`src/rtl/core_pkg.sv`:
```
// Shared fetch-stage types and constants: the {pc, instr} entry carried to decode
// and the canonical NOP returned before anything has been fetched.
package core_pkg;

  localparam int          XLEN      = 32;
  localparam logic [31:0] NOP_INSTR = 32'h0000_0013;

  typedef struct packed {
    logic [XLEN-1:0] pc;
    logic [XLEN-1:0] instr;
  } fetch_entry_t;

  // Instruction addresses are word aligned; the low two bits are dropped.
  function automatic logic [XLEN-1:0] align_word(input logic [XLEN-1:0] addr);
    return addr & 32'hFFFF_FFFC;
  endfunction

  function automatic fetch_entry_t reset_entry();
    fetch_entry_t e;
    e.pc    = 32'h0000_0000;
    e.instr = NOP_INSTR;
    return e;
  endfunction

endpackage

```
`src/rtl/fetch_chk.sv`:
```
// Invariant checker for the fetch stage; carries no functional logic.
module fetch_chk #(
  parameter int DEPTH = 2,
  parameter int CNT_W = 2
) (
  input logic             clk,
  input logic             rst_n,
  input logic [31:0]      i_index,
  input logic [CNT_W-1:0] i_count
);

  a_index_aligned: assert property (@(posedge clk) disable iff (!rst_n)
    i_index[1:0] == 2'b00);

  a_count_bounded: assert property (@(posedge clk) disable iff (!rst_n)
    i_count <= CNT_W'(DEPTH));

endmodule

```
`src/rtl/fetch_queue.sv`:
```
// Circular FIFO of fetch entries with push/pop/flush. Pointers wrap naturally
// because DEPTH is a power of two; count is one bit wider to represent "full".
module fetch_queue
  import core_pkg::*;
#(
  parameter  int DEPTH = 2,
  localparam int PTR_W = $clog2(DEPTH),
  localparam int CNT_W = PTR_W + 1
) (
  input  logic             clk,
  input  logic             rst_n,
  input  logic             i_push,
  input  logic             i_pop,
  input  logic             i_flush,
  input  fetch_entry_t     i_wdata,
  output fetch_entry_t     o_rdata,
  output logic             o_valid,
  output logic [CNT_W-1:0] o_count
);

  logic [PTR_W-1:0] r_head;
  logic [PTR_W-1:0] r_tail;
  logic [CNT_W-1:0] r_count;
  logic [PTR_W-1:0] w_head_nxt;
  logic [PTR_W-1:0] w_tail_nxt;
  logic [CNT_W-1:0] w_count_nxt;
  fetch_entry_t     r_mem [DEPTH];

  // Next pointer/count; flush wins over any concurrent push or pop.
  always_comb begin
    w_head_nxt  = r_head;
    w_tail_nxt  = r_tail;
    w_count_nxt = r_count;
    if (i_flush) begin
      w_head_nxt  = {PTR_W{1'b0}};
      w_tail_nxt  = {PTR_W{1'b0}};
      w_count_nxt = {CNT_W{1'b0}};
    end else begin
      if (i_push) begin
        w_tail_nxt = r_tail + PTR_W'(1);
      end else begin
        w_tail_nxt = r_tail;
      end
      if (i_pop) begin
        w_head_nxt = r_head + PTR_W'(1);
      end else begin
        w_head_nxt = r_head;
      end
      case ({i_push, i_pop})
        2'b10:   w_count_nxt = r_count + CNT_W'(1);
        2'b01:   w_count_nxt = r_count - CNT_W'(1);
        default: w_count_nxt = r_count;
      endcase
    end
  end

  // Pointer and count registers.
  always_ff @(posedge clk or negedge rst_n) begin
    if (!rst_n) begin
      r_head  <= {PTR_W{1'b0}};
      r_tail  <= {PTR_W{1'b0}};
      r_count <= {CNT_W{1'b0}};
    end else begin
      r_head  <= w_head_nxt;
      r_tail  <= w_tail_nxt;
      r_count <= w_count_nxt;
    end
  end

  // Entry storage; reset to NOP so the head reads as NOP at pc 0 out of reset.
  always_ff @(posedge clk or negedge rst_n) begin
    if (!rst_n) begin
      for (int i = 0; i < DEPTH; i++) begin
        r_mem[i] <= reset_entry();
      end
    end else if (i_push && !i_flush) begin
      r_mem[r_tail] <= i_wdata;
    end
  end

  assign o_rdata = r_mem[r_head];
  assign o_valid = (r_count != {CNT_W{1'b0}});
  assign o_count = r_count;

endmodule

```
`src/rtl/instr_fetch.sv`:
```
// Fetch stage: owns the PC, indexes imem, and queues {pc, instr} for decode.
// Redirects flush the queue and reload the PC; a concurrent pop is still accepted.
module instr_fetch
  import core_pkg::*;
#(
  parameter logic [31:0] RESET_PC    = 32'h0000_0000,
  parameter int          QUEUE_DEPTH = 2,
  parameter int          PC_STEP     = 4
) (
  input  logic        clk,
  input  logic        rst_n,
  output logic [31:0] imem_index,
  input  logic [31:0] imem_instr,
  input  logic        redirect_valid,
  input  logic [31:0] redirect_pc,
  input  logic        fetch_en,
  output logic        dec_valid,
  input  logic        dec_ready,
  output logic [31:0] dec_instr,
  output logic [31:0] dec_pc
);

  localparam int CNT_W = $clog2(QUEUE_DEPTH) + 1;

  logic [31:0]      r_pc;
  logic [31:0]      w_pc_nxt;
  logic             w_push;
  logic             w_pop;
  logic [CNT_W-1:0] w_count;
  fetch_entry_t     w_wdata;
  fetch_entry_t     w_head;

  // Handshake and PC selection; redirect has priority and suppresses the push.
  always_comb begin
    w_pop    = dec_valid & dec_ready;
    w_push   = fetch_en & ~redirect_valid &
               ((w_count < CNT_W'(QUEUE_DEPTH)) | w_pop);
    w_pc_nxt = r_pc;
    if (redirect_valid) begin
      w_pc_nxt = align_word(redirect_pc);
    end else if (w_push) begin
      w_pc_nxt = r_pc + 32'(PC_STEP);
    end else begin
      w_pc_nxt = r_pc;
    end
  end

  // Program counter register.
  always_ff @(posedge clk or negedge rst_n) begin
    if (!rst_n) begin
      r_pc <= RESET_PC;
    end else begin
      r_pc <= w_pc_nxt;
    end
  end

  assign w_wdata.pc    = r_pc;
  assign w_wdata.instr = imem_instr;

  fetch_queue #(
    .DEPTH (QUEUE_DEPTH)
  ) u_queue (
    .clk     (clk),
    .rst_n   (rst_n),
    .i_push  (w_push),
    .i_pop   (w_pop),
    .i_flush (redirect_valid),
    .i_wdata (w_wdata),
    .o_rdata (w_head),
    .o_valid (dec_valid),
    .o_count (w_count)
  );

  fetch_chk #(
    .DEPTH (QUEUE_DEPTH),
    .CNT_W (CNT_W)
  ) u_chk (
    .clk     (clk),
    .rst_n   (rst_n),
    .i_index (r_pc),
    .i_count (w_count)
  );

  assign imem_index = r_pc;
  assign dec_instr  = w_head.instr;
  assign dec_pc     = w_head.pc;

endmodule

```
`config.mk`:
```
export PLATFORM = sky130hd
export DESIGN_NAME = instr_fetch
export DESIGN_NICKNAME = d
export VERILOG_FILES = /design/src/rtl/core_pkg.sv /design/src/rtl/fetch_chk.sv /design/src/rtl/fetch_queue.sv /design/src/rtl/instr_fetch.sv
export SDC_FILE = /design/constraint.sdc
export NUM_CORES = 1
export LEC_CHECK = 0
export CORE_MARGIN = 2
export CORE_UTILIZATION = 30
export DETAILED_ROUTE_END_ITERATION = 10
export PLACE_DENSITY_LB_ADDON = 0.15
export SLEW_MARGIN = 30
export SYNTH_ARGS = -nofsm -noshare
export SYNTH_HDL_FRONTEND = slang
export SYNTH_SLANG_ARGS = --single-unit
```
`constraint.sdc`:
```
create_clock -name clk -period 2.62 [get_ports clk]
set_clock_uncertainty 0.05 [all_clocks]
set_input_delay 0.393 -clock clk [delete_from_list [all_inputs] [get_ports clk]]
set_output_delay 0.393 -clock clk [all_outputs]
set_load 0.01 [all_outputs]
```
==> results of run 1 <==
-- layout make-up --
cell class / count / share of cell area, %
clock inverter: 13 / 1.306
multi-input combinational: 357 / 32.31
timing repair buffer: 174 / 17.88
clock buffer: 19 / 4.544
inverter: 3 / 0.1130
sequential: 158 / 39.78
tap: 324 / 4.067
-- cells in the final DEF (no fill, tap or decap), types with 4 or more instances in the layout --
cell and instances:
sky130_fd_sc_hd__clkdlybuf4s50_1 157, sky130_fd_sc_hd__mux2_1 14, sky130_fd_sc_hd__conb_1 4, sky130_fd_sc_hd__dfrtp_1 151, sky130_fd_sc_hd__nand2_1 42, sky130_fd_sc_hd__clkbuf_16 17, sky130_fd_sc_hd__buf_4 7, sky130_fd_sc_hd__o21ai_1 5
sky130_fd_sc_hd__mux2_2 174, sky130_fd_sc_hd__buf_12 6, sky130_fd_sc_hd__clkinv_4 4, sky130_fd_sc_hd__dfstp_2 6, sky130_fd_sc_hd__nand4_1 12, sky130_fd_sc_hd__xnor2_1 12, sky130_fd_sc_hd__and3_1 5, sky130_fd_sc_hd__o21ai_0 25
sky130_fd_sc_hd__xor2_1 19, sky130_fd_sc_hd__nor2_1 5, sky130_fd_sc_hd__nand3_1 10
-- metal layers --
layer / up-vias / GRT usage [%]
li1: 2271 / -
met1: 2456 / 19.23
met2: 124 / 23.39
met3: 11 / 4.442
met4: 2 / 3.071
met5: - / 0
-- worst paths after layout --
path | start | to | slack [ps] | depth (start not counted)
min in group asynchronous | rst_n | u_queue.r_mem[8] | 490 | 2
worst max register to register | imem_index[7] | imem_index[31] | 500 | 5
max in group asynchronous | rst_n | u_queue.r_mem[118] | 1300 | 3
worst min-delay path | redirect_valid | u_queue.r_tail | 360 | 2
worst max-delay path | u_queue.r_head | dec_pc[19] | 170 | 3
worst min register to register | u_queue.r_mem[101] | u_queue.r_mem[101] | 430 | 1
-- per-stage QoR --
stage               setup WS [ps]  cells
finish                      167.8   1048
global route                76.28   1048
CTS                         27.06   1048
detailed placement          176.4   1015
global placement            259.8   1015
floorplan                   848.3    552
-- flip-flops by register name, indices dropped and copies added (netlist names) --
register and cells:
u_queue.r_head 1, imem_index 30, u_queue.o_count 2, u_queue.r_mem 124, u_queue.r_tail 1
-- synth_stat cells, drive strengths merged --
| cell type | count | area (um2) |
|---|---|---|
| o21ai | 30 | 150.1 |
| a221oi | 1 | 8.760 |
| xor2 | 19 | 166.4 |
| and2 | 2 | 12.51 |
| nand2b | 1 | 6.260 |
| dfstp | 6 | 157.7 |
| and3 | 6 | 38.79 |
| nor4 | 4 | 67.56 |
| ha | 1 | 12.51 |
| inv | 3 | 11.26 |
| and4 | 4 | 38.79 |
| buf | 24 | 125.1 |
| clkbuf | 10 | 37.54 |
| mux2 | 188 | 2117 |
| nor4b | 2 | 38.78 |
| nand4b | 2 | 17.52 |
| dfrtp | 152 | 3804 |
| nand3 | 11 | 67.57 |
| nand2 | 43 | 161.4 |
| nor3 | 4 | 41.29 |
| or2 | 1 | 6.260 |
| xnor2 | 12 | 105.1 |
| nor2 | 5 | 18.77 |
| conb | 1 | 3.750 |
| a21oi | 2 | 10.01 |
| nor2b | 1 | 6.260 |
| mux2i | 1 | 10.01 |
| nand4 | 13 | 96.34 |
-- cell families after synthesis --
family	synth area share, %
DFF	53.99
AOI/OAI and AO/OA	2.302
adders and majority gates	0.1705
other	0.05111
and+or+nand+nor	8.424
xor gates and xnor gates	3.701
buffers and inverters	2.370
muxes	28.99
-- repair_timing --
action | CTS | global route
hold endpoints to repair | 59 | 0
setup endpoints to repair | 0 | 1
hold buffers | 1 | 0
resized for setup | 0 | 1
-- critical path, delay by kind of cell, from the launching register on --
family	cells	cell delay, ps
buffers and inverters	2	770
DFF	1	430
muxes	1	380
-- report_power, final --
group	switching [W]	internal [W]
sequential	0.000358	0.00307
clock	0.00104	0.00138
combinational	0.000773	0.00137
total	0.00217	0.00581
==> impl_results.html, run 1 <==
<table>
<tr><th>Metric</th><th>Value</th></tr>
<tr><th colspan="2">Status</th></tr>
<tr><td>Run status</td><td>complete, no violations</td></tr>
<tr><th colspan="2">Finish</th></tr>
<tr><td>FILL cells</td><td>2,220</td></tr>
<tr><td>Number of diodes added for antenna fixing</td><td>0</td></tr>
<tr><td>Cell area after layout</td><td>0.009967 mm2</td></tr>
<tr><td>Utilization of the core after routing</td><td>41.23%</td></tr>
<tr><td>Signed area change from the synthesized netlist to the final layout</td><td>35.85%</td></tr>
<tr><td>Storage element area</td><td>0.003965 mm2</td></tr>
<tr><td>Post-layout nets</td><td>781</td></tr>
<tr><td>Area of the multi-input gates</td><td>0.003221 mm2</td></tr>
<tr><td>Fraction of layout instances using a drive strength above 1</td><td>33.84%</td></tr>
<tr><th colspan="2">Placement</th></tr>
<tr><td>Half-perimeter wire length after detailed placement</td><td>12,390 um</td></tr>
<tr><td>Global placer's final weighted congestion</td><td>0.7510</td></tr>
<tr><td>PortBufs</td><td>159</td></tr>
<tr><td>Post-DP Area</td><td>0.009370 mm2</td></tr>
<tr><th colspan="2">Drt</th></tr>
<tr><td>Total routed wire length on the met1 layer</td><td>8276 um</td></tr>
<tr><td>Number of nets with antenna violations after routing</td><td>0</td></tr>
<tr><td>Met3 routed wirelength</td><td>1030 um</td></tr>
<tr><td>Average wire length per cell after detail routing</td><td>17.20 um</td></tr>
<tr><td>Met2 Wirelength</td><td>8581 um</td></tr>
<tr><td>Vias per std cell</td><td>4.641</td></tr>
<tr><td>Count of TritonRoute iterations in the first routing pass</td><td>4</td></tr>
<tr><td>Detailed router's first-iteration violation count</td><td>130</td></tr>
<tr><td>Via count of the routed design</td><td>4,864</td></tr>
<tr><td>Final WL</td><td>18,020 um</td></tr>
<tr><td>Highest metal used</td><td>met5</td></tr>
<tr><td>Residual DRC</td><td>0</td></tr>
<tr><th colspan="2">GRT</th></tr>
<tr><td>Gr usage total</td><td>14.48%</td></tr>
<tr><td>Maximum number of pins on one net before global-route repair</td><td>67</td></tr>
<tr><td>Number of global-route vias before repair</td><td>5,274</td></tr>
<tr><td>First-pass GRT wire length</td><td>29,380 um</td></tr>
<tr><td>Antenna violations before repair</td><td>1</td></tr>
<tr><td>Remaining global-route overflow</td><td>0</td></tr>
<tr><th colspan="2">Timing</th></tr>
<tr><td>Final-report max-slew violation count</td><td>0</td></tr>
<tr><td>Final cycle utilization of the critical path</td><td>93.60%</td></tr>
<tr><td>RSZ-0062 raised after global routing</td><td>false</td></tr>
<tr><td>Worst slew pin tran</td><td>655.6 ps</td></tr>
<tr><td>Final setup fails</td><td>0</td></tr>
<tr><td>Hold slack</td><td>363.6 ps</td></tr>
<tr><td>Fin. Hold Viols</td><td>0</td></tr>
<tr><td>Minimum period implied by the final worst setup slack</td><td>2452 ps</td></tr>
<tr><td>Worst-case headroom to the max-slew limit</td><td>56.29%</td></tr>
<tr><td>F_max</td><td>407.8 MHz</td></tr>
<tr><td>Total negative setup slack</td><td>0 ps</td></tr>
<tr><th colspan="2">Yosys</th></tr>
<tr><td>Number of warning messages in the yosys log</td><td>0</td></tr>
<tr><td>Number of different library cells in the post-synthesis netlist</td><td>41</td></tr>
<tr><td>Seq/Total Area, Yosys</td><td>53.99%</td></tr>
<tr><td>Cells after Synth</td><td>549</td></tr>
<tr><td>Synthesized area per cell</td><td>13.36 um2</td></tr>
<tr><td>Cell area after synthesis</td><td>0.007337 mm2</td></tr>
<tr><td>Number of register bits inferred by synthesis</td><td>158</td></tr>
<tr><th colspan="2">Clocking</th></tr>
<tr><td>Total clock sinks</td><td>158</td></tr>
<tr><td>Root Buffer Master</td><td>sky130_fd_sc_hd__clkbuf_16</td></tr>
<tr><td>Max clock buf depth</td><td>2</td></tr>
<tr><td>CTS H-tree lvls</td><td>4</td></tr>
<tr><td>Number of buffers created by CTS</td><td>17</td></tr>
<tr><td>Clock latency of the later-clocked register in the worst-skew pair</td><td>420 ps</td></tr>
<tr><td>Clock edge transition at the registers on the reported setup and hold paths</td><td>70 ps</td></tr>
<tr><td>Clock tree from TritonCTS</td><td>done</td></tr>
<tr><td>Post-CTS setup buffer count</td><td>0</td></tr>
<tr><th colspan="2">Floorplanning</th></tr>
<tr><td>Horizontal extent of the die</td><td>160.4 um</td></tr>
<tr><td>Area of the die</td><td>0.02572 mm2</td></tr>
<tr><td>Ports placed on the boundary</td><td>166</td></tr>
<tr><td>Row Count</td><td>57</td></tr>
<tr><td>Placeable core region</td><td>0.02418 mm2</td></tr>
<tr><td>Initial core utilization</td><td>30.35%</td></tr>
<tr><td>Die boundary height</td><td>160.4 um</td></tr>
<tr><th colspan="2">Critical path</th></tr>
<tr><td>WP data required</td><td>2180 ps</td></tr>
<tr><td>Critical path, cell by cell</td><td>buf_6, mux2_2, clkdlybuf4s50_1</td></tr>
<tr><td>Kind of critical path</td><td>flip-flop to output pin</td></tr>
<tr><td>Worst path max stage delay</td><td>500 ps</td></tr>
<tr><td>Sort of element at the end of the critical path</td><td>output pin</td></tr>
<tr><td>Startpoint Class</td><td>flip-flop</td></tr>
<tr><td>Critical-path cell with the highest stage delay</td><td>sky130_fd_sc_hd__clkdlybuf4s50_1</td></tr>
<tr><td>Critical path arrival</td><td>2010 ps</td></tr>
<tr><td>Max FO, Critical Path</td><td>23</td></tr>
<tr><th colspan="2">Pwr</th></tr>
<tr><td>Power Density</td><td>801.5 mW/mm2</td></tr>
<tr><td>Leak pwr</td><td>4.072 nW</td></tr>
<tr><td>Maximum vdd drop</td><td>385.5 uV</td></tr>
<tr><td>Power, Total</td><td>0.007988 W</td></tr>
<tr><th colspan="2">Hold path</th></tr>
<tr><td>Hold/Removal Path Class</td><td>primary input to flip-flop</td></tr>
<tr><th colspan="2">Flow run</th></tr>
<tr><td>Number of violations of the max-capacitance limit</td><td>0</td></tr>
</table>
Power figures use the tool's default switching activity.
==> inputs of run 2 (changes only) <==
--- a/config.mk
+++ b/config.mk
@@ -5,8 +5,10 @@
 export SDC_FILE = /design/constraint.sdc
 export NUM_CORES = 1
 export LEC_CHECK = 0
+export ABC_CLOCK_PERIOD_IN_PS = 2620
 export CORE_MARGIN = 2
 export CORE_UTILIZATION = 30
+export CTS_BUF_LIST = sky130_fd_sc_hd__clkbuf_4
 export DETAILED_ROUTE_END_ITERATION = 10
 export PLACE_DENSITY_LB_ADDON = 0.15
 export SLEW_MARGIN = 30
==> run 2 against run 1 <==
  * Cell area is 2.5% lower
  * Largest cell class unchanged
  * Critical endpoint is now dec_pc[7]
  * Sequential share of layout area is 1.0 points higher
  * First-iteration DRC count is 1.5% lower
  * Highest routed layer unchanged
  * Critical path type unchanged
  * Register-to-register slack hardly changed
  * Flip-flop and latch count stayed put
  * Global-route usage is 0.083 points lower
  * Worst hold slack worse by 120 ps
==> impl_results.html, run 2 (synthesized netlist as in run 1, its figures left out) <==
<table>
<tr><th>Metric</th><th>Value</th></tr>
<tr><th colspan="2">GRT</th></tr>
<tr><td>Antenna violations before repair</td><td>1 (unchanged)</td></tr>
<tr><td>First-pass GRT wire length</td><td>29,190 um (-0.66%)</td></tr>
<tr><td>Maximum number of pins on one net before global-route repair</td><td>67 (unchanged)</td></tr>
<tr><td>Gr usage total</td><td>14.39% (-0.083 points)</td></tr>
<tr><td>Remaining global-route overflow</td><td>0 (unchanged)</td></tr>
<tr><td>Number of global-route vias before repair</td><td>5,232 (-0.80%)</td></tr>
<tr><th colspan="2">Timing</th></tr>
<tr><td>Fin. Hold Viols</td><td>0 (unchanged)</td></tr>
<tr><td>Final setup fails</td><td>0 (unchanged)</td></tr>
<tr><td>Worst slew pin tran</td><td>656.3 ps (+0.7219 ps)</td></tr>
<tr><td>Minimum period implied by the final worst setup slack</td><td>2488 ps (+35.62 ps)</td></tr>
<tr><td>F_max</td><td>402.0 MHz (-1.4%)</td></tr>
<tr><td>Hold slack</td><td>241.3 ps (-122.3 ps)</td></tr>
<tr><td>Final-report max-slew violation count</td><td>0 (unchanged)</td></tr>
<tr><td>Final cycle utilization of the critical path</td><td>94.96% (+1.4 points)</td></tr>
<tr><td>Worst-case headroom to the max-slew limit</td><td>56.25% (about the same)</td></tr>
<tr><td>Total negative setup slack</td><td>0 ps (unchanged)</td></tr>
<tr><td>RSZ-0062 raised after global routing</td><td>false</td></tr>
<tr><td>Setup ws final</td><td>132.1 ps (-35.62 ps)</td></tr>
<tr><th colspan="2">Drt</th></tr>
<tr><td>Residual DRC</td><td>0 (unchanged)</td></tr>
<tr><td>Via count of the routed design</td><td>4,893 (+0.60%)</td></tr>
<tr><td>Average wire length per cell after detail routing</td><td>17.47 um (+1.6%)</td></tr>
<tr><td>Vias per std cell</td><td>4.638 (about the same)</td></tr>
<tr><td>Final WL</td><td>18,430 um (+2.3%)</td></tr>
<tr><td>Number of nets with antenna violations after routing</td><td>0 (unchanged)</td></tr>
<tr><td>Count of TritonRoute iterations in the first routing pass</td><td>4 (unchanged)</td></tr>
<tr><td>Detailed router's first-iteration violation count</td><td>128 (-1.5%)</td></tr>
<tr><th colspan="2">Critical path</th></tr>
<tr><td>Critical-path cell with the highest stage delay</td><td>sky130_fd_sc_hd__dfrtp_4</td></tr>
<tr><td>Worst path max stage delay</td><td>510 ps (about the same)</td></tr>
<tr><td>Sort of element at the end of the critical path</td><td>output pin</td></tr>
<tr><td>Startpoint Class</td><td>flip-flop</td></tr>
<tr><td>Kind of critical path</td><td>flip-flop to output pin</td></tr>
<tr><td>Combined buffer and inverter count along the critical path</td><td>2 (unchanged)</td></tr>
<tr><td>Top cell family by delay on the critical path</td><td>buffers and inverters</td></tr>
<tr><td>Critical path, cell by cell</td><td>buf_12, mux2_2, clkdlybuf4s50_1</td></tr>
<tr><td>WP data required</td><td>2180 ps (about the same)</td></tr>
<tr><td>Max FO, Critical Path</td><td>12 (-48%)</td></tr>
<tr><td>Minimum setup slack among reg-to-reg paths</td><td>490 ps (about the same)</td></tr>
<tr><td>Critical path arrival</td><td>2040 ps (+30 ps)</td></tr>
<tr><th colspan="2">Hold path</th></tr>
<tr><td>Hold/Removal Path Class</td><td>primary input to flip-flop</td></tr>
<tr><th colspan="2">Finish</th></tr>
<tr><td>Post-layout nets</td><td>787 (+0.77%)</td></tr>
<tr><td>Signed area change from the synthesized netlist to the final layout</td><td>32.49%</td></tr>
<tr><td>Register containing the most flip-flops in the final layout</td><td>u_queue.r_mem</td></tr>
<tr><td>Top library cells by usage in the layout, fill and taps aside</td><td>sky130_fd_sc_hd__mux2_2 (174), sky130_fd_sc_hd__dfrtp_1 (151), sky130_fd_sc_hd__clkdlybuf4s50_1 (101), sky130_fd_sc_hd__nand2_1 (42), sky130_fd_sc_hd__dlygate4sd2_1 (40)</td></tr>
<tr><td>Most common library cell in the layout ignoring fill and taps</td><td>sky130_fd_sc_hd__mux2_2</td></tr>
<tr><td>Fraction of layout instances using a drive strength above 1</td><td>34.11% (+0.27 points)</td></tr>
<tr><td>Largest register FFs</td><td>124 (unchanged)</td></tr>
<tr><td>Utilization of the core after routing</td><td>40.21% (-1.0 points)</td></tr>
<tr><th colspan="2">Floorplanning</th></tr>
<tr><td>Initial core utilization</td><td>30.35% (unchanged)</td></tr>
<tr><td>Area of the die</td><td>0.02572 mm2 (unchanged)</td></tr>
<tr><td>Placeable core region</td><td>0.02418 mm2 (unchanged)</td></tr>
<tr><td>Row Count</td><td>57 (unchanged)</td></tr>
<tr><td>Horizontal extent of the die</td><td>160.4 um (unchanged)</td></tr>
<tr><td>Ports placed on the boundary</td><td>166 (unchanged)</td></tr>
<tr><td>Die boundary height</td><td>160.4 um (unchanged)</td></tr>
<tr><th colspan="2">Clocking</th></tr>
<tr><td>Clock tree from TritonCTS</td><td>done</td></tr>
<tr><td>CTS H-tree lvls</td><td>4 (unchanged)</td></tr>
<tr><td>Max clock buf depth</td><td>2 (unchanged)</td></tr>
<tr><td>Clock latency of the later-clocked register in the worst-skew pair</td><td>530 ps (+110 ps)</td></tr>
<tr><td>Clock edge transition at the registers on the reported setup and hold paths</td><td>140 ps (+70 ps)</td></tr>
<tr><td>Total clock sinks</td><td>158 (unchanged)</td></tr>
<tr><td>Root Buffer Master</td><td>sky130_fd_sc_hd__clkbuf_4</td></tr>
<tr><td>Number of buffers created by CTS</td><td>17 (unchanged)</td></tr>
<tr><th colspan="2">Status</th></tr>
<tr><td>Run status</td><td>complete, no violations</td></tr>
<tr><th colspan="2">Pwr</th></tr>
<tr><td>Power, Total</td><td>0.006829 W (-15%)</td></tr>
<tr><td>Maximum vdd drop</td><td>233.4 uV (-39%)</td></tr>
<tr><td>Leak pwr</td><td>4.223 nW (+3.7%)</td></tr>
<tr><td>Power Density</td><td>702.5 mW/mm2 (-12%)</td></tr>
<tr><th colspan="2">Flow run</th></tr>
<tr><td>Number of violations of the max-capacitance limit</td><td>0 (unchanged)</td></tr>
<tr><th colspan="2">Placement</th></tr>
<tr><td>Place WS</td><td>176.4 ps (unchanged)</td></tr>
<tr><td>Half-perimeter wire length after detailed placement</td><td>12,390 um (unchanged)</td></tr>
<tr><td>Global placer's final weighted congestion</td><td>0.7510 (unchanged)</td></tr>
<tr><td>PortBufs</td><td>159 (unchanged)</td></tr>
</table>
==> run 2: cell types whose count changed in the layout (fill, tap and decap cells not counted), sizes merged <==
cell,before,now
buf,16,21
dlygate4sd2,0,40
clkbuf,19,18
clkdlybuf4s50,157,101
diode,0,1
clkinv,5,7
dlymetal6s2s,0,16
==> run 2: metal layers <==
metal / up-vias / global-route usage, % / part of all wire [%]
li1: 2289 / - / -
met1: 2468 / 19.15 / 46
met2: 123 / 23.26 / 47
met3: 11 / 4.442 / 5.5
met4: 2 / 2.948 / 1.0
met5: - / 0 / 0.087
==> run 2: cell type report <==
class	instances	area, um2
sequential	158	3965
clock buffer	17	127.6
tap	324	405.4
fill	2261	14460
clock inverter	15	137.6
multi-input combinational	357	3221
inverter	3	11.26
timing repair buffer	180	1851
antenna	1	2.502
==> run 2: report_power, final <==
group / leakage, nW / total, W / switching (W) / internal (W)
Clock: 0.136 / 0.00140 / 0.000917 / 0.000483
Sequential: 1.90 / 0.00342 / 0.000361 / 0.00306
Combinational: 2.18 / 0.00201 / 0.000769 / 0.00124
Total: 4.22 / 0.00683 / 0.00205 / 0.00478
==> run 2: repair_timing <==
action | 4_1_cts | 5_1_grt
setup endpoints to repair | 62 | 20
setup buffers | 0 | 5
hold buffers | 1 | 0
resized for setup | 44 | 16
endpoints found under the hold margin | 59 | 0
gates cloned | 0 | 1
==> run 2: through the flow <==
step / instance area (um2) / cells
after floorplan: 7348 / 552
after global placement: 9370 / 1015
after detailed placement: 9370 / 1015
after CTS: 9615 / 1048
after global routing: 9718 / 1054
final: 9721 / 1055
==> run 2: worst paths after layout <==
check,from,end,depth (start not counted)
worst max-delay path,u_queue.r_head,dec_pc[7],3
worst min-delay path,redirect_valid,u_queue.r_tail,2
worst max register to register,imem_index[7],imem_index[31],5
worst min register to register,u_queue.r_mem[100],u_queue.r_mem[100],1
max in group asynchronous,rst_n,u_queue.r_mem[118],3
min in group asynchronous,rst_n,u_queue.r_mem[8],2
==> inputs of run 3 (changes only) <==
--- a/config.mk
+++ b/config.mk
@@ -5,7 +5,8 @@
 export SDC_FILE = /design/constraint.sdc
 export NUM_CORES = 1
 export LEC_CHECK = 0
-export ABC_CLOCK_PERIOD_IN_PS = 2620
+export ABC_CLOCK_PERIOD_IN_PS = 2200
+export CAP_MARGIN = 20
 export CORE_MARGIN = 2
 export CORE_UTILIZATION = 30
 export CTS_BUF_LIST = sky130_fd_sc_hd__clkbuf_4
==> constraint.sdc (replaced) <==
create_clock -name clk -period 2.2 [get_ports clk]
set_clock_uncertainty 0.05 [all_clocks]
set_input_delay 0.33 -clock clk [delete_from_list [all_inputs] [get_ports clk]]
set_output_delay 0.33 -clock clk [all_outputs]
set_load 0.01 [all_outputs]
==> run 3 against run 2 <==
  * The run now ends with negative setup slack left
  * Sequential share of layout area fell by 1.9 points
  * Wire length increased by 6.5%
  * Global-route usage rose by 1.3 points
  * Non-clock buffer count increased by 27
  * Register-to-register slack lost 250 ps
  * Worst hold slack lost 150 ps
  * Flip-flop and latch count unchanged
  * Total power rose by 32%
  * Utilization grew 2.0 points
  * Count of clock-buffer cells in the layout up 2
  * Critical path depth rose by 2
==> impl_results.html, run 3 (synthesized netlist as in run 1, its figures left out) <==
<table>
<tr><th>Metric</th><th>Value</th></tr>
<tr><th colspan="2">Critical path</th></tr>
<tr><td>Top cell family by delay on the critical path</td><td>flip-flops</td></tr>
<tr><td>Critical path arrival</td><td>1900 ps (-140 ps)</td></tr>
<tr><td>Kind of critical path</td><td>flip-flop to output pin</td></tr>
<tr><td>Worst path max stage delay</td><td>540 ps (+30 ps)</td></tr>
<tr><td>Critical path, cell by cell</td><td>buf_12, buf_12, buf_12, mux2_2, buf_6</td></tr>
<tr><td>Max FO, Critical Path</td><td>8 (-4)</td></tr>
<tr><td>Sort of element at the end of the critical path</td><td>output pin</td></tr>
<tr><td>Most common cell type on the critical path</td><td>sky130_fd_sc_hd__buf_12</td></tr>
<tr><td>Combined buffer and inverter count along the critical path</td><td>4 (+2)</td></tr>
<tr><td>Critical-path cell with the highest stage delay</td><td>sky130_fd_sc_hd__dfrtp_4</td></tr>
<tr><td>Startpoint Class</td><td>flip-flop</td></tr>
<tr><td>WP data required</td><td>1820 ps (-360 ps)</td></tr>
<tr><th colspan="2">Finish</th></tr>
<tr><td>Largest register FFs</td><td>124 (unchanged)</td></tr>
<tr><td>Number of diodes added for antenna fixing</td><td>0 (-1)</td></tr>
<tr><td>FILL cells</td><td>2,255 (-0.27%)</td></tr>
<tr><td>Post-layout nets</td><td>814 (+3.4%)</td></tr>
<tr><td>Utilization of the core after routing</td><td>42.19% (+2.0 points)</td></tr>
<tr><td>Register containing the most flip-flops in the final layout</td><td>u_queue.r_mem</td></tr>
<tr><td>Most common library cell in the layout ignoring fill and taps</td><td>sky130_fd_sc_hd__mux2_2</td></tr>
<tr><td>Top library cells by usage in the layout, fill and taps aside</td><td>sky130_fd_sc_hd__mux2_2 (165), sky130_fd_sc_hd__dfrtp_1 (150), sky130_fd_sc_hd__clkdlybuf4s50_1 (94), sky130_fd_sc_hd__buf_6 (62), sky130_fd_sc_hd__nand2_1 (42)</td></tr>
<tr><td>Fraction of layout instances using a drive strength above 1</td><td>45.05% (+11 points)</td></tr>
<tr><td>Signed area change from the synthesized netlist to the final layout</td><td>39.02%</td></tr>
<tr><th colspan="2">Clocking</th></tr>
<tr><td>Total clock sinks</td><td>158 (unchanged)</td></tr>
<tr><td>Clock latency of the later-clocked register in the worst-skew pair</td><td>560 ps (+30 ps)</td></tr>
<tr><td>Number of buffers created by CTS</td><td>17 (unchanged)</td></tr>
<tr><td>Clock tree from TritonCTS</td><td>done</td></tr>
<tr><td>Clock edge transition at the registers on the reported setup and hold paths</td><td>120 ps (-20 ps)</td></tr>
<tr><td>Root Buffer Master</td><td>sky130_fd_sc_hd__clkbuf_4</td></tr>
<tr><td>Max clock buf depth</td><td>2 (unchanged)</td></tr>
<tr><td>CTS H-tree lvls</td><td>4 (unchanged)</td></tr>
<tr><th colspan="2">GRT</th></tr>
<tr><td>Gr usage total</td><td>15.71% (+1.3 points)</td></tr>
<tr><td>Number of global-route vias before repair</td><td>5,557 (+6.2%)</td></tr>
<tr><td>Maximum number of pins on one net before global-route repair</td><td>57 (-15%)</td></tr>
<tr><td>Remaining global-route overflow</td><td>0 (unchanged)</td></tr>
<tr><td>Antenna violations before repair</td><td>1 (unchanged)</td></tr>
<tr><td>First-pass GRT wire length</td><td>31,270 um (+7.1%)</td></tr>
<tr><th colspan="2">Pwr</th></tr>
<tr><td>Power Density</td><td>885.1 mW/mm2 (+26%)</td></tr>
<tr><td>Leak pwr</td><td>4.343 nW (+2.8%)</td></tr>
<tr><td>Maximum vdd drop</td><td>333.5 uV (+43%)</td></tr>
<tr><th colspan="2">Drt</th></tr>
<tr><td>Vias per std cell</td><td>4.666 (+0.61%)</td></tr>
<tr><td>Detailed router's first-iteration violation count</td><td>185 (+45%)</td></tr>
<tr><td>Via count of the routed design</td><td>5,044 (+3.1%)</td></tr>
<tr><td>Average wire length per cell after detail routing</td><td>18.16 um (+3.9%)</td></tr>
<tr><td>Number of nets with antenna violations after routing</td><td>0 (unchanged)</td></tr>
<tr><td>Final WL</td><td>19,630 um (+6.5%)</td></tr>
<tr><td>Residual DRC</td><td>0 (unchanged)</td></tr>
<tr><td>Count of TritonRoute iterations in the first routing pass</td><td>4 (unchanged)</td></tr>
<tr><th colspan="2">Floorplanning</th></tr>
<tr><td>Row Count</td><td>57 (unchanged)</td></tr>
<tr><td>Area of the die</td><td>0.02572 mm2 (unchanged)</td></tr>
<tr><td>Placeable core region</td><td>0.02418 mm2 (unchanged)</td></tr>
<tr><td>Die boundary height</td><td>160.4 um (unchanged)</td></tr>
<tr><td>Horizontal extent of the die</td><td>160.4 um (unchanged)</td></tr>
<tr><td>Initial core utilization</td><td>30.35% (unchanged)</td></tr>
<tr><td>Ports placed on the boundary</td><td>166 (unchanged)</td></tr>
<tr><th colspan="2">Timing</th></tr>
<tr><td>RSZ-0062 raised after global routing</td><td>true</td></tr>
<tr><td>Final setup fails</td><td>15 (+15)</td></tr>
<tr><td>Final-report max-slew violation count</td><td>0 (unchanged)</td></tr>
<tr><td>Minimum period implied by the final worst setup slack</td><td>2280 ps</td></tr>
<tr><td>Fin. Hold Viols</td><td>0 (unchanged)</td></tr>
<tr><td>F_max</td><td>438.6 MHz</td></tr>
<tr><td>Setup ws final</td><td>-80.15 ps (-212.3 ps)</td></tr>
<tr><td>Hold slack</td><td>92.22 ps (-149.1 ps)</td></tr>
<tr><td>Final cycle utilization of the critical path</td><td>103.6%</td></tr>
<tr><th colspan="2">Placement</th></tr>
<tr><td>Half-perimeter wire length after detailed placement</td><td>13,150 um (+6.1%)</td></tr>
<tr><td>PortBufs</td><td>159 (unchanged)</td></tr>
<tr><td>Global placer's final weighted congestion</td><td>0.7889 (+5.0%)</td></tr>
<tr><th colspan="2">Status</th></tr>
<tr><td>Run status</td><td>complete, but fails checks</td></tr>
<tr><td>Violations in the final reports</td><td>negative setup slack</td></tr>
<tr><th colspan="2">Flow run</th></tr>
<tr><td>Number of violations of the max-capacitance limit</td><td>0 (unchanged)</td></tr>
<tr><th colspan="2">Hold path</th></tr>
<tr><td>Hold/Removal Path Class</td><td>primary input to flip-flop</td></tr>
</table>
==> run 3: changes by cell type in the layout (fill, tap and decap cells not counted), moves of 4 or more <==
cell,change
sky130_fd_sc_hd__bufinv_16,+4
sky130_fd_sc_hd__dlymetal6s2s_1,-16
sky130_fd_sc_hd__dlygate4sd2_1,-39
sky130_fd_sc_hd__mux2_4,+9
sky130_fd_sc_hd__buf_6,+61
sky130_fd_sc_hd__mux2_2,-9
sky130_fd_sc_hd__clkdlybuf4s50_1,-7
sky130_fd_sc_hd__buf_4,+15
sky130_fd_sc_hd__buf_2,+7
==> run 3: worst paths after layout <==
kind | start | endpoint | slack, ps | cells past startpoint
worst max register to register | imem_index[6] | imem_index[31] | 240 | 5
worst min-delay path | redirect_valid | u_queue.r_tail | 90 | 2
min in group asynchronous | rst_n | u_queue.r_mem[8] | 190 | 2
worst min register to register | u_queue.r_mem[95] | u_queue.r_mem[95] | 450 | 1
max in group asynchronous | rst_n | u_queue.r_mem[16] | 1210 | 3
worst max-delay path | u_queue.r_head | dec_instr[5] | -80 | 5
==> run 3: worst reg2reg max path, delay by kind of cell, from the launching register on <==
family        cells  cell delay [ps]
simple gates      3             1000
flops             1              390
mux               1              260
xor+xnor          1              170
==> run 3: per-stage QoR <==
step	std cells	total power [W]	instance area, um2	TNS [ps]	setup slack (ps)
6_report	1081	0.009028	10200	-887.8	-80.15
5_1_grt	1081	0.009574	10200	-5891	-195.4
4_1_cts	1084	0.009213	10270	-4504	-165.4
3_5_place_dp	1035	0.006798	9533	-225.0	-17.23
3_3_place_gp	1035	0.006662	9533	0	33.58
2_1_floorplan	552	0.005404	7348	0	428.3
==> run 3: what timing repair did <==
action,in CTS,in global routing
endpoints found under the setup margin,64,62
hold buffers,1,0
setup buffers,12,0
endpoints found under the hold margin,50,0
gates resized for setup,337,0
gates cloned,6,0
pin swaps,0,0
==> run 3: layout make-up <==
type | instances | area, um2 | share of cell area [%]
Clock buffer | 19 | 142.6 | 1.398
Sequential cell | 158 | 3966 | 38.89
Timing Repair Buffer | 207 | 2206 | 21.63
Tap cell | 324 | 405.4 | 3.974
Multi-Input combinational cell | 357 | 3254 | 31.91
Inverter | 3 | 11.26 | 0.1104
Clock inverter | 13 | 214.0 | 2.098
==> run 3: layer usage <==
| layer | vias to the layer above | GRT usage [%] | share of wire [%] |
|---|---|---|---|
| met1 | 2541 | 19.55 | 44 |
| li1 | 2331 | - | - |
| met2 | 154 | 26.82 | 49 |
| met5 | - | 0 | 0 |
| met3 | 18 | 4.287 | 5.3 |
| met4 | 0 | 4.505 | 1.6 |
==> run 3: report_power, final <==
part | internal, W | leakage, nW | total, W | switching, W
registers | 0.00365 | 1.90 | 0.00404 | 0.000394
logic | 0.00179 | 2.26 | 0.00288 | 0.00109
clock network | 0.00105 | 0.183 | 0.00211 | 0.00106
total | 0.00648 | 4.34 | 0.00903 | 0.00255
